==> config.mk <==
export PLATFORM = sky130hd
export DESIGN_NAME = tug_match_scorer
export DESIGN_NICKNAME = d
export VERILOG_FILES = /design/src/rtl/tug_match_scorer.sv
export SDC_FILE = /design/constraint.sdc
export NUM_CORES = 1
export LEC_CHECK = 0
export CORE_ASPECT_RATIO = 0.5
export CORE_MARGIN = 3
export CORE_UTILIZATION = 52
export CTS_CLUSTER_SIZE = 12
export DETAILED_ROUTE_END_ITERATION = 10
export GPL_TIMING_DRIVEN = 0
export PLACE_DENSITY_LB_ADDON = 0.08
export SYNTH_ARGS = -nofsm -noshare
export SYNTH_HDL_FRONTEND = slang
export SYNTH_SLANG_ARGS = --single-unit
==> constraint.sdc <==
create_clock -name clk -period 3.5 [get_ports clk]
set_input_delay 0.7 -clock clk [delete_from_list [all_inputs] [get_ports clk]]
set_output_delay 0.7 -clock clk [all_outputs]
set_load 0.01 [all_outputs]
==> src/rtl/tug_match_scorer.sv <==
// tug_match_scorer: match-level scorer for the tug-of-war game.
// Tracks the signed rope position, decodes the LED score word, counts
// games per player and flags the end of a best-of match.
// Optional feature macro: SCORER_CATCHUP_EN (catch-up double step from the
// outermost non-win position back toward centre on a proper push).
module tug_match_scorer #(
  parameter int SIDE_LEN  = 3,
  parameter int WIN_GAMES = 2
) (
  input  logic                  clk,
  input  logic                  rst,
  input  logic                  winrnd,
  input  logic                  right,
  input  logic                  leds_on,
  input  logic                  tie,
  input  logic                  new_game,
  input  logic                  clear_score,
  output logic [2*SIDE_LEN:0]   score,
  output logic                  endrnd,
  output logic [3:0]            games_l,
  output logic [3:0]            games_r,
  output logic                  match_over,
  output logic                  match_right
);

  localparam int SW    = 2*SIDE_LEN + 1;
  localparam int POS_W = $clog2(SIDE_LEN + 2) + 1;
  localparam int WIN_I = SIDE_LEN + 1;

  localparam logic [SW-1:0] ONE_HOT = SW'(1);
  localparam logic [SW-1:0] WR_MASK = SW'((1 << SIDE_LEN) - 1);
  localparam logic [SW-1:0] WL_MASK = WR_MASK << (SIDE_LEN + 1);
  localparam logic [3:0]    WIN_G   = 4'(WIN_GAMES);

  logic signed [POS_W-1:0] pos;
  logic signed [POS_W-1:0] pos_nxt;
  int                      pos_i;
  int                      step_i;
  logic                    mr;
  logic                    move_ok;
  logic                    ng_ok;
  logic                    win_l_nxt;
  logic                    win_r_nxt;
  logic [3:0]              games_l_inc;
  logic [3:0]              games_r_inc;

  // Saturating game-counter increment; holds at WIN_GAMES
  function automatic logic [3:0] sat_inc(input logic [3:0] g);
    if (g >= WIN_G) return g;
    return g + 4'd1;
  endfunction

  // Move direction, qualifier, step size and next position
  always_comb begin
    pos_i   = int'(pos);
    mr      = ~(right ^ leds_on);
    move_ok = winrnd & ~tie & ~endrnd & ~match_over;
    ng_ok   = new_game & endrnd & ~match_over;
    step_i  = mr ? 1 : -1;
`ifdef SCORER_CATCHUP_EN
    if (leds_on && pos_i == SIDE_LEN && !mr)
      step_i = -2;
    else if (leds_on && pos_i == -SIDE_LEN && mr)
      step_i = 2;
`endif
    pos_nxt     = $signed(POS_W'(pos_i + step_i));
    win_r_nxt   = (pos_i + step_i == WIN_I);
    win_l_nxt   = (pos_i + step_i == -WIN_I);
    games_l_inc = sat_inc(games_l);
    games_r_inc = sat_inc(games_r);
  end

  // Position, game counters and match status; clear > new_game > move
  always_ff @(posedge clk or posedge rst) begin
    if (rst) begin
      pos         <= '0;
      games_l     <= '0;
      games_r     <= '0;
      match_over  <= 1'b0;
      match_right <= 1'b0;
    end else if (clear_score) begin
      pos         <= '0;
      games_l     <= '0;
      games_r     <= '0;
      match_over  <= 1'b0;
      match_right <= 1'b0;
    end else if (ng_ok) begin
      pos <= '0;
    end else if (move_ok) begin
      pos <= pos_nxt;
      if (win_r_nxt) begin
        games_r <= games_r_inc;
        if (games_r_inc == WIN_G) begin
          match_over  <= 1'b1;
          match_right <= 1'b1;
        end
      end
      if (win_l_nxt) begin
        games_l <= games_l_inc;
        if (games_l_inc == WIN_G) begin
          match_over  <= 1'b1;
          match_right <= 1'b0;
        end
      end
    end
  end

  // Moore decode of the LED word and the win flag from the position
  always_comb begin
    endrnd = (int'(pos) == WIN_I) || (int'(pos) == -WIN_I);
    if (int'(pos) == WIN_I)
      score = WR_MASK;
    else if (int'(pos) == -WIN_I)
      score = WL_MASK;
    else
      score = ONE_HOT << unsigned'(SIDE_LEN - int'(pos));
  end

endmodule

# ---- After elaboration in Yosys (flattened, before gate mapping)
# Index checks and enable logic that the tools add are counted.
dict set report op_classes {
  add_sub_neg 4
  order_cmp 2
  n_eq_ne 7
  shift 1
  n_mux 34
  bitwise_logic 9
  n_reduce_logical 8
}
# operator count
set op_table {}
lappend op_table {{2-to-1 mux 4 bit} 15}
lappend op_table {{adder 4 x 32 -> 32 bit} 1}
lappend op_table {{equality test 32 x 3 -> 1 bit (second input constant)} 1}
lappend op_table {{equality test 32 x 4 -> 1 bit (second input constant)} 1}
lappend op_table {{2-to-1 mux 32 bit} 1}
lappend op_table {{left shift 1 x 32 -> 7 bit (first input constant)} 1}
lappend op_table {{2-to-1 mux 1 bit} 16}
lappend op_table {{2-to-1 mux 7 bit} 2}
lappend op_table {{adder 4 x 1 -> 4 bit (second input constant)} 2}
lappend op_table {{equality test 4 x 2 -> 1 bit (second input constant)} 2}
lappend op_table {{greater-or-equal comparator 4 x 2 -> 1 bit (second input constant)} 2}
lappend op_table {{AND reduction 3 bit} 2}
lappend op_table {{nonzero test 2 bit} 3}
lappend op_table {{bitwise AND 1 bit} 5}
lappend op_table {{subtractor 3 x 4 -> 5 bit (first input constant)} 1}
lappend op_table {{equality test 4 x 3 -> 1 bit (second input constant)} 1}
lappend op_table {{equality test 4 bit (second input constant)} 1}
lappend op_table {{inverter 1 bit} 3}
lappend op_table {{nonzero test 3 bit} 1}
lappend op_table {{inequality test 2 bit (second input constant)} 1}
lappend op_table {{AND reduction 2 bit} 1}
lappend op_table {{logical OR 1 bit} 1}
lappend op_table {{XOR 1 bit} 1}
dict set report word_totals {
  register_bits 14
  inputBits 8
  output_inout_bits 18
  wordCells 70
}

# ---- Longest topological paths before layout
dict set report depth {
  ltp_word 11
  mapped_depth 11
  mapped_depth_nobuf 11
}

# ---- Worst setup path before layout
# Ideal clock, no wire load.
dict set report synth_path {
  kind {input to register}
  start {in leds_on}
  end {reg match_right}
  setup_time_ns 0.096
  t_arrival_ns 3.972
  required_ns 3.404
  slack_ns -0.568
  cell_stages 11
  path_buffers 0
  path_cell_list {xor2_1 > ha_1 > a21o_1 > a21oi_1 > inv_1 > fa_1 > and4b_1 > nand3_2 > nor4_4 > a31oi_1 > a311oi_2}
}
dict set report synth_via {
  elab_chain_len 10
  word_cells_on_any_way 11
  classes_between {add/sub: 1; eq/ne: 2; mux: 7; bitwise: 1}
}
# item line
set synth_lines {}
lappend synth_lines {{start: declaration} 14} ;# input logic leds_on,
lappend synth_lines {{XOR 1 bit *} 56} ;# mr = ~(right ^ leds_on);
lappend synth_lines {{2-to-1 mux 32 bit *} 59} ;# step_i = mr ? 1 : -1;
lappend synth_lines {{adder 4 x 32 -> 32 bit *} {67, 68}}
lappend synth_lines {{equality test 32 x 4 -> 1 bit} 67} ;# win_r_nxt = (pos_i + step_i == WIN_I);
lappend synth_lines {{2-to-1 mux 1 bit} 91} ;# if (win_r_nxt) begin
lappend synth_lines {{2-to-1 mux 1 bit} 100} ;# if (games_l_inc == WIN_G) begin
lappend synth_lines {{2-to-1 mux 1 bit *} 98} ;# if (win_l_nxt) begin
lappend synth_lines {{2-to-1 mux 1 bit *} 89} ;# end else if (move_ok) begin
lappend synth_lines {{2-to-1 mux 1 bit *} 87} ;# end else if (ng_ok) begin
lappend synth_lines {{2-to-1 mux 1 bit *} 81} ;# end else if (clear_score) begin
lappend synth_lines {{end signal: assignment} 80} ;# match_right <= 1'b0;
lappend synth_lines {{end signal: assignment} 86} ;# match_right <= 1'b0;
lappend synth_lines {{end signal: assignment} 102} ;# match_right <= 1'b0;
lappend synth_lines {{end: declaration} 23} ;# output logic match_right
# Every way passes the cells marked *; elsewhere a longest branch is shown, timed or not. The select of a mux whose other input is x is not followed.
# A chain may end at the register's enable or synchronous reset.

# ---- Final worst setup path
dict set report layout_path {
  start {in right}
  end {reg games_r[0]}
}
dict set report layout_via {
  elab_chain_len 6
}
# item line
set layout_lines {}
lappend layout_lines {{start: declaration} 13} ;# input logic right,
lappend layout_lines {{XOR 1 bit} 56}
lappend layout_lines {{2-to-1 mux 32 bit} 59}
lappend layout_lines {{adder 4 x 32 -> 32 bit} 67}
lappend layout_lines {{equality test 32 x 4 -> 1 bit} 67}
lappend layout_lines {{nonzero test 2 bit (no source line)} --}
lappend layout_lines {{AND reduction 3 bit (no source line)} --}
lappend layout_lines {{end signal: assignment} 92} ;# games_r <= games_r_inc;
lappend layout_lines {{end: declaration} 21} ;# output logic [3:0] games_r,
# Every way passes these cells.

==> summary.txt <==
STA
  • Max Fclk: about 0.29 GHz
  • Setup Skew: roughly 0.0021 ns
  • Slew @ Worst Pin: 0.558 ns
  • Max-slew violation count: 0
  • Slew headroom: 0.628
  • Tcrit/Tclk final: 0.982
  • Fin crit period: approximately 3.4 ns
  • Worst hold slack: approximately 0.55 ns
  • Fin. Hold Viols: 0
  • RSZ-0062 raised after global routing: true
  • Final setup fails: 0

Worst setup path
  • CP peak stage delay: around 0.47 ns
  • WS Path Type: in -> reg
  • Critical path arrival: between 3 and 4 ns
  • Worst EP required: 3.62 ns
  • Worst path cell trace: buf_8, xor2_4, buf_6, fa_2, a21o_1, a21oi_2, inv_2, fa_1, and4b_1, nand3_2, nor4_4, buf_4, a21o_1, a21oi_2
  • Crit. End Element: flop
  • Top delay family on crit path: adder cells
  • CP Launch Type: input pin
  • Crit-path slowest cell: fa_1
  • CP Max Fanout: 4
  • Buf/Inv on CP: 4

Detailed routing
  • ANT nets after route: 0
  • Total Wirelength: about 3.5 mm
  • Drt via density: 5.67
  • Detailed-route DRC error count: 0
  • Initial DRC count: 47
  • First drt pass iteration count: 4
  • Wire per inst: 16.2 µm
  • Total vias in the final route: 1231

Place
  • Placed Area: ~0.0017 mm²
  • Post-DP HPWL: ~2.3 mm
  • Routability cong.: roughly 0.84
  • Port-buffer cells: 25

GRT
  • Vias in the first global route: around 1200
  • Largest net degree at the start of global routing: 15
  • First-pass GRT wire length: between 5 and 6 mm
  • Grt ovf: 0
  • Initial antenna violation count: 0
  • Tot GR Track Use: 0.225

Synthesis
  • Cell count after synthesis: roughly 140
  • Synthesized cell area: 0.00140 mm²
  • Register area share after synthesis: 0.250
  • FF+latch count, synth: 14
  • Post-synth top cells: nor2_1 (16), dfrtp_1 (14), fa_1 (13)
  • Yosys warning count: 0
  • Synth area leader: dfrtp_1
  • Ys async rst share: 1.00
  • Syn avg cell area: 10.1 µm²
  • Ranking of synthesized cells by area: dfrtp_1 (25%), fa_1 (19%), ha_1 (9.8%)
  • Post-synth top area share: 0.250
  • Post-synth EDFFs: 0
  • Post-Synthesis Net Count: roughly 170
  • Post-synth top flop: dfrtp_1
  • Post-synth cell types: 43
  • Most common cell in the netlist: nor2_1

Clock network
  • CTS tree: built
  • Clk pin slew, worst setup/hold paths: 0.06 ns
  • Clk sink count: 14
  • Worst-Skew Late Latency: ~0.25 ns
  • Clock Path Buffers: 2
  • CTS buffer count: 3
  • CTS H-tree depth: 1
  • # hold bufs at CTS: 0
  • Clk root buf: clkbuf_8

Finish
  • Final core occ: 0.822
  • Area Growth Syn to Fin: 40.2%
  • Share of post-route cells with drive strength above 1: 0.264
  • ANT cells: 0
  • Final #Nets: around 220
  • Post-Layout Inst Area: between 0.0015 and 0.002 mm²

Floorplanning
  • Chip width: a little under 80 µm
  • Initial Util: 0.586
  • # rows: 12
  • Ports: 26
  • Die area: ~0.0034 mm²
  • Die H: approximately 43 µm
  • Core Region: between 0.002 and 0.0025 mm²

Pwr
  • P_leak: between 0.0008 and 0.0009 µW
  • Total power: between 600 and 700 µW
  • VDD IR-drop max: about 0.00040 V
  • Power Density: 330 mW/mm²

Flow run
  • Reported max-cap violation count: 0

Min path
  • Worst min path class: reg -> reg

Run status
  • Status: finished, final reports clean
-- area by class of cell --
class / instances / area, µm²
Buffer: 3 / 12.5
Clock buffer: 4 / 55.1
Fill cell: 152 / 424
Inverter: 8 / 33.8
Multi-Input combinational cell: 114 / 1100
Sequential cell: 14 / 352
Tap cell: 35 / 43.8
Timing Repair Buffer: 39 / 365
-- worst paths after layout --
path                                  from          end  slack (ns)  depth (start not counted)
worst max-delay path                 right   games_r[0]        0.06                         14
worst min-delay path            games_r[3]   games_r[3]        0.55                          1
worst max register to register      pos[0]   games_r[0]        0.40                         11
worst min register to register  games_r[3]   games_r[3]        0.55                          1
max in group asynchronous              rst       pos[3]        2.30                          2
min in group asynchronous              rst  match_right        0.81                          2
-- worst register-to-register path, stage by stage (launching register included) --
cell	delay, ns
dfrtp_1	0.44
fa_2	0.42
a21o_1	0.22
a21oi_2	0.22
inv_2	0.07
fa_1	0.47
and4b_1	0.33
nand3_2	0.10
nor4_4	0.33
buf_4	0.19
a21o_1	0.12
a21oi_2	0.05
-- per-layer routing --
metal | global-route usage | share of wire
met1 | 0.327 | 0.49
met2 | 0.363 | 0.47
met3 | 0.0403 | 0.029
met4 | 0.0308 | 0.013
met5 | 0 | 0
-- registers in the layout, indices dropped and copies added, names as in the netlist --
name,count
match_right,1
match_over,1
pos,4
games_r,4
games_l,4
-- placed cells by master (no fill, tap or decap), drive strengths merged, types with 2 or more instances in the layout --
master and count:
a21o 4, a21oi 11, a22o 3, a31oi 4
buf 17, clkbuf 6, clkdlybuf4s50 23, dfrtp 14
fa 13, ha 11, inv 7, mux2i 3
nand2 3, nand2b 2, nand3 6, nand4 2
nor2 16, nor2b 2, nor3 2, nor3b 4
nor4 4, nor4b 2, o21ai 4, xor2 3
-- where the power goes --
| part | switching (µW) | internal [µW] | leakage (µW) |
|---|---|---|---|
| registers | 14.5 | 167 | 0.000192 |
| logic | 159 | 144 | 0.000606 |
| clock network | 64.3 | 99.9 | 0.0000288 |
-- what timing repair did --
item / CTS / global route
endpoints found under the setup margin: 14 / 13
buffers inserted: 9 / 5
pin swaps: 16 / 10
gates resized for setup: 16 / 12
-- cells by family after synthesis --
family / Yosys count / share of synthesized area
AOI/OAI and AO/OA: 30 / 0.146
adders and majority gates: 24 / 0.284
DFF: 14 / 0.250
and+or+nand+nor: 53 / 0.236
muxes: 4 / 0.0295
buffers and inverters: 11 / 0.0304
xor gates and xnor gates: 3 / 0.0241
-- through the flow --
step	TNS [ns]	instances	setup WS, ns
after floorplan	0	139	0.00682
after global placement	-6.25	199	-0.901
after detailed placement	-6.83	199	-0.963
after CTS	0	212	0.00558
after global routing	-0.158	217	-0.0818
final	0	217	0.0616
No activity file was read; power rests on OpenSTA's default activity.
==> RTL change, RTL diff (config.mk and constraints unchanged) <==
Add an input register stage for `winrnd`, `right`, `tie`, `new_game` and `clear_score`, without a reset; this delays them by one clock. The other inputs are not delayed to match.
--- a/src/rtl/tug_match_scorer.sv
+++ b/src/rtl/tug_match_scorer.sv
@@ -34,2 +34,16 @@
 
+  logic winrnd_q;
+  logic right_q;
+  logic tie_q;
+  logic new_game_q;
+  logic clear_score_q;
+
+  always_ff @(posedge clk) begin
+    winrnd_q      <= winrnd;
+    right_q       <= right;
+    tie_q         <= tie;
+    new_game_q    <= new_game;
+    clear_score_q <= clear_score;
+  end
+
   logic signed [POS_W-1:0] pos;
@@ -55,5 +69,5 @@
     pos_i   = int'(pos);
-    mr      = ~(right ^ leds_on);
-    move_ok = winrnd & ~tie & ~endrnd & ~match_over;
-    ng_ok   = new_game & endrnd & ~match_over;
+    mr      = ~(right_q ^ leds_on);
+    move_ok = winrnd_q & ~tie_q & ~endrnd & ~match_over;
+    ng_ok   = new_game_q & endrnd & ~match_over;
     step_i  = mr ? 1 : -1;
@@ -80,3 +94,3 @@
       match_right <= 1'b0;
-    end else if (clear_score) begin
+    end else if (clear_score_q) begin
       pos         <= '0;
Function: changed (Yosys sat finds a counterexample within 4 cycles, from zero or initial values and one cycle with rst high).
==> RTL change against the original RTL <==
The flow now finishes with violations (setup timing); non-clock buffer count decreased by 4; first-iteration DRC count increased by 51%; synthesized area increased by 8.3%; maximum frequency decreased by 5.1%; synthesized cell count increased by 8.6%; routed wire length decreased by 3.8%; worst setup slack got worse by 0.18 ns; cell area increased by 3.6%; sequential cell count increased by 5; register-to-register slack got worse by 0.37 ns; utilization decreased by 6.4 points; power increased by 5.6%.
==> RTL change: results <==
set metrics [dict create \
    grt_pass1_vias 1188 \
    setup_viol 5 \
    syn_avg_cell_area_um2 10.04 \
    synthTopCellsByCount "nor2_1 (16), dfrtp_1 (14), a21oi_1 (13), fa_1 (13), ha_1 (11)" \
    met2WireLength_um 1527 \
    critical_path_arrival_ns 3.80 \
    wirelength_um 3377 \
    met2_usage 0.3057 \
    num-fill-cells 202 \
    grt_usage 0.1968 \
    drt-initial-drc-count 71 \
    layout-drive-gt1-share 0.2263 \
    vias 1237 \
    skew_ns 0.002576 \
    fin_ws_ns -0.1216 \
    violations "setup timing" \
    place_inst 213 \
    final_nets 223 \
    status "finished, violations left" \
    total_leakage_power_nw 0.8326 \
    final_cell_count_no_fill 227 \
    setup_tns_ns -0.3834 \
    synth_area_leaders "dfrtp_1 (23%), fa_1 (17%), ha_1 (9.1%), dfxtp_1 (6.6%), a21oi_1 (4.3%)" \
    wl_met1_um 1744 \
    yosysSeqAreaShare 0.2970 \
    dp_hpwl_um 2438 \
]
==> RTL change: cell count changes in the layout (fill, tap and decap cells not counted), moves of 3 or more <==
cell	unedited run	this run
a21oi_1	6	10
a22o_1	3	0
buf_4	13	9
dfxtp_1	0	5
inv_1	6	9
nand2_1	3	6
==> RTL change: power breakdown <==
part	total, mW	leakage (nW)	internal, mW	switching [mW]
Sequential	0.243	0.234	0.227	0.0163
Clock	0.148	0.0255	0.0789	0.0695
Combinational	0.293	0.573	0.138	0.156
==> RTL change: metrics by stage <==
step / power [mW] / hold slack, ns / utilization / instance area [um^2]
5_1_grt: 0.7248 / 0.5867 / 0.7580 / 2034
6_report: 0.6848 / 0.5559 / 0.7580 / 2034
2_1_floorplan: 0.4225 / 0.5335 / - / 1570
3_5_place_dp: 0.4985 / 0.5238 / 0.6956 / 1867
3_3_place_gp: 0.4901 / 0.5151 / 0.6956 / 1867
4_1_cts: 0.6726 / 0.5431 / 0.7497 / 2012
==> RTL change: layout make-up <==
class	instances	share of cell area
well taps	37	0.02276
clock inverters	1	0.002460
inverters	10	0.01845
flip-flops and latches	19	0.2220
clock buffers	3	0.02030
repair buffers	35	0.1642
plain buffers	3	0.005535
multi-input cells	119	0.5443
==> RTL change: logic make-up after synthesis <==
| group | Yosys count | share of synthesized area |
|---|---|---|
| flops | 19 | 0.2970 |
| xor+xnor | 3 | 0.01733 |
| mux | 4 | 0.02723 |
| fa+ha+maj | 24 | 0.2624 |
| buf+inv | 13 | 0.03218 |
| compound gates | 29 | 0.1320 |
| simple gates | 59 | 0.2319 |
==> RTL change: path summary, 6_finish.rpt <==
path | start | to | slack, ns | cells past startpoint
max reg2reg | right_q$_DFF_P_ | games_l[1]$_DFFE_PP0P_ | 0.03 | 12
max | leds_on | games_l[1]$_DFFE_PP0P_ | -0.12 | 13
min in group asynchronous | rst | games_l[1]$_DFFE_PP0P_ | 0.78 | 2
max in group asynchronous | rst | pos[3]$_DFFE_PP0P_ | 2.34 | 2
min | games_l[2]$_DFFE_PP0P_ | games_l[2]$_DFFE_PP0P_ | 0.56 | 2
min reg2reg | games_l[2]$_DFFE_PP0P_ | games_l[2]$_DFFE_PP0P_ | 0.56 | 2
==> RTL change: what timing repair did <==
item / CTS / global route
pin swaps: 12 / 3
endpoints found under the hold margin: 0 / 0
gates resized for setup: 13 / 4
buffers inserted: 10 / 0
setup endpoints to repair: 14 / 11
==> RTL change: worst register-to-register path: stages (launching register included) <==
cell	delay, ns
dfxtp_1	0.35
xor2_4	0.22
buf_6	0.14
fa_2	0.36
a21o_1	0.21
a21oi_2	0.16
inv_2	0.06
fa_1	0.53
or4bb_4	0.50
a211oi_4	0.19
nand4_2	0.18
or3_1	0.39
a21oi_2	0.12
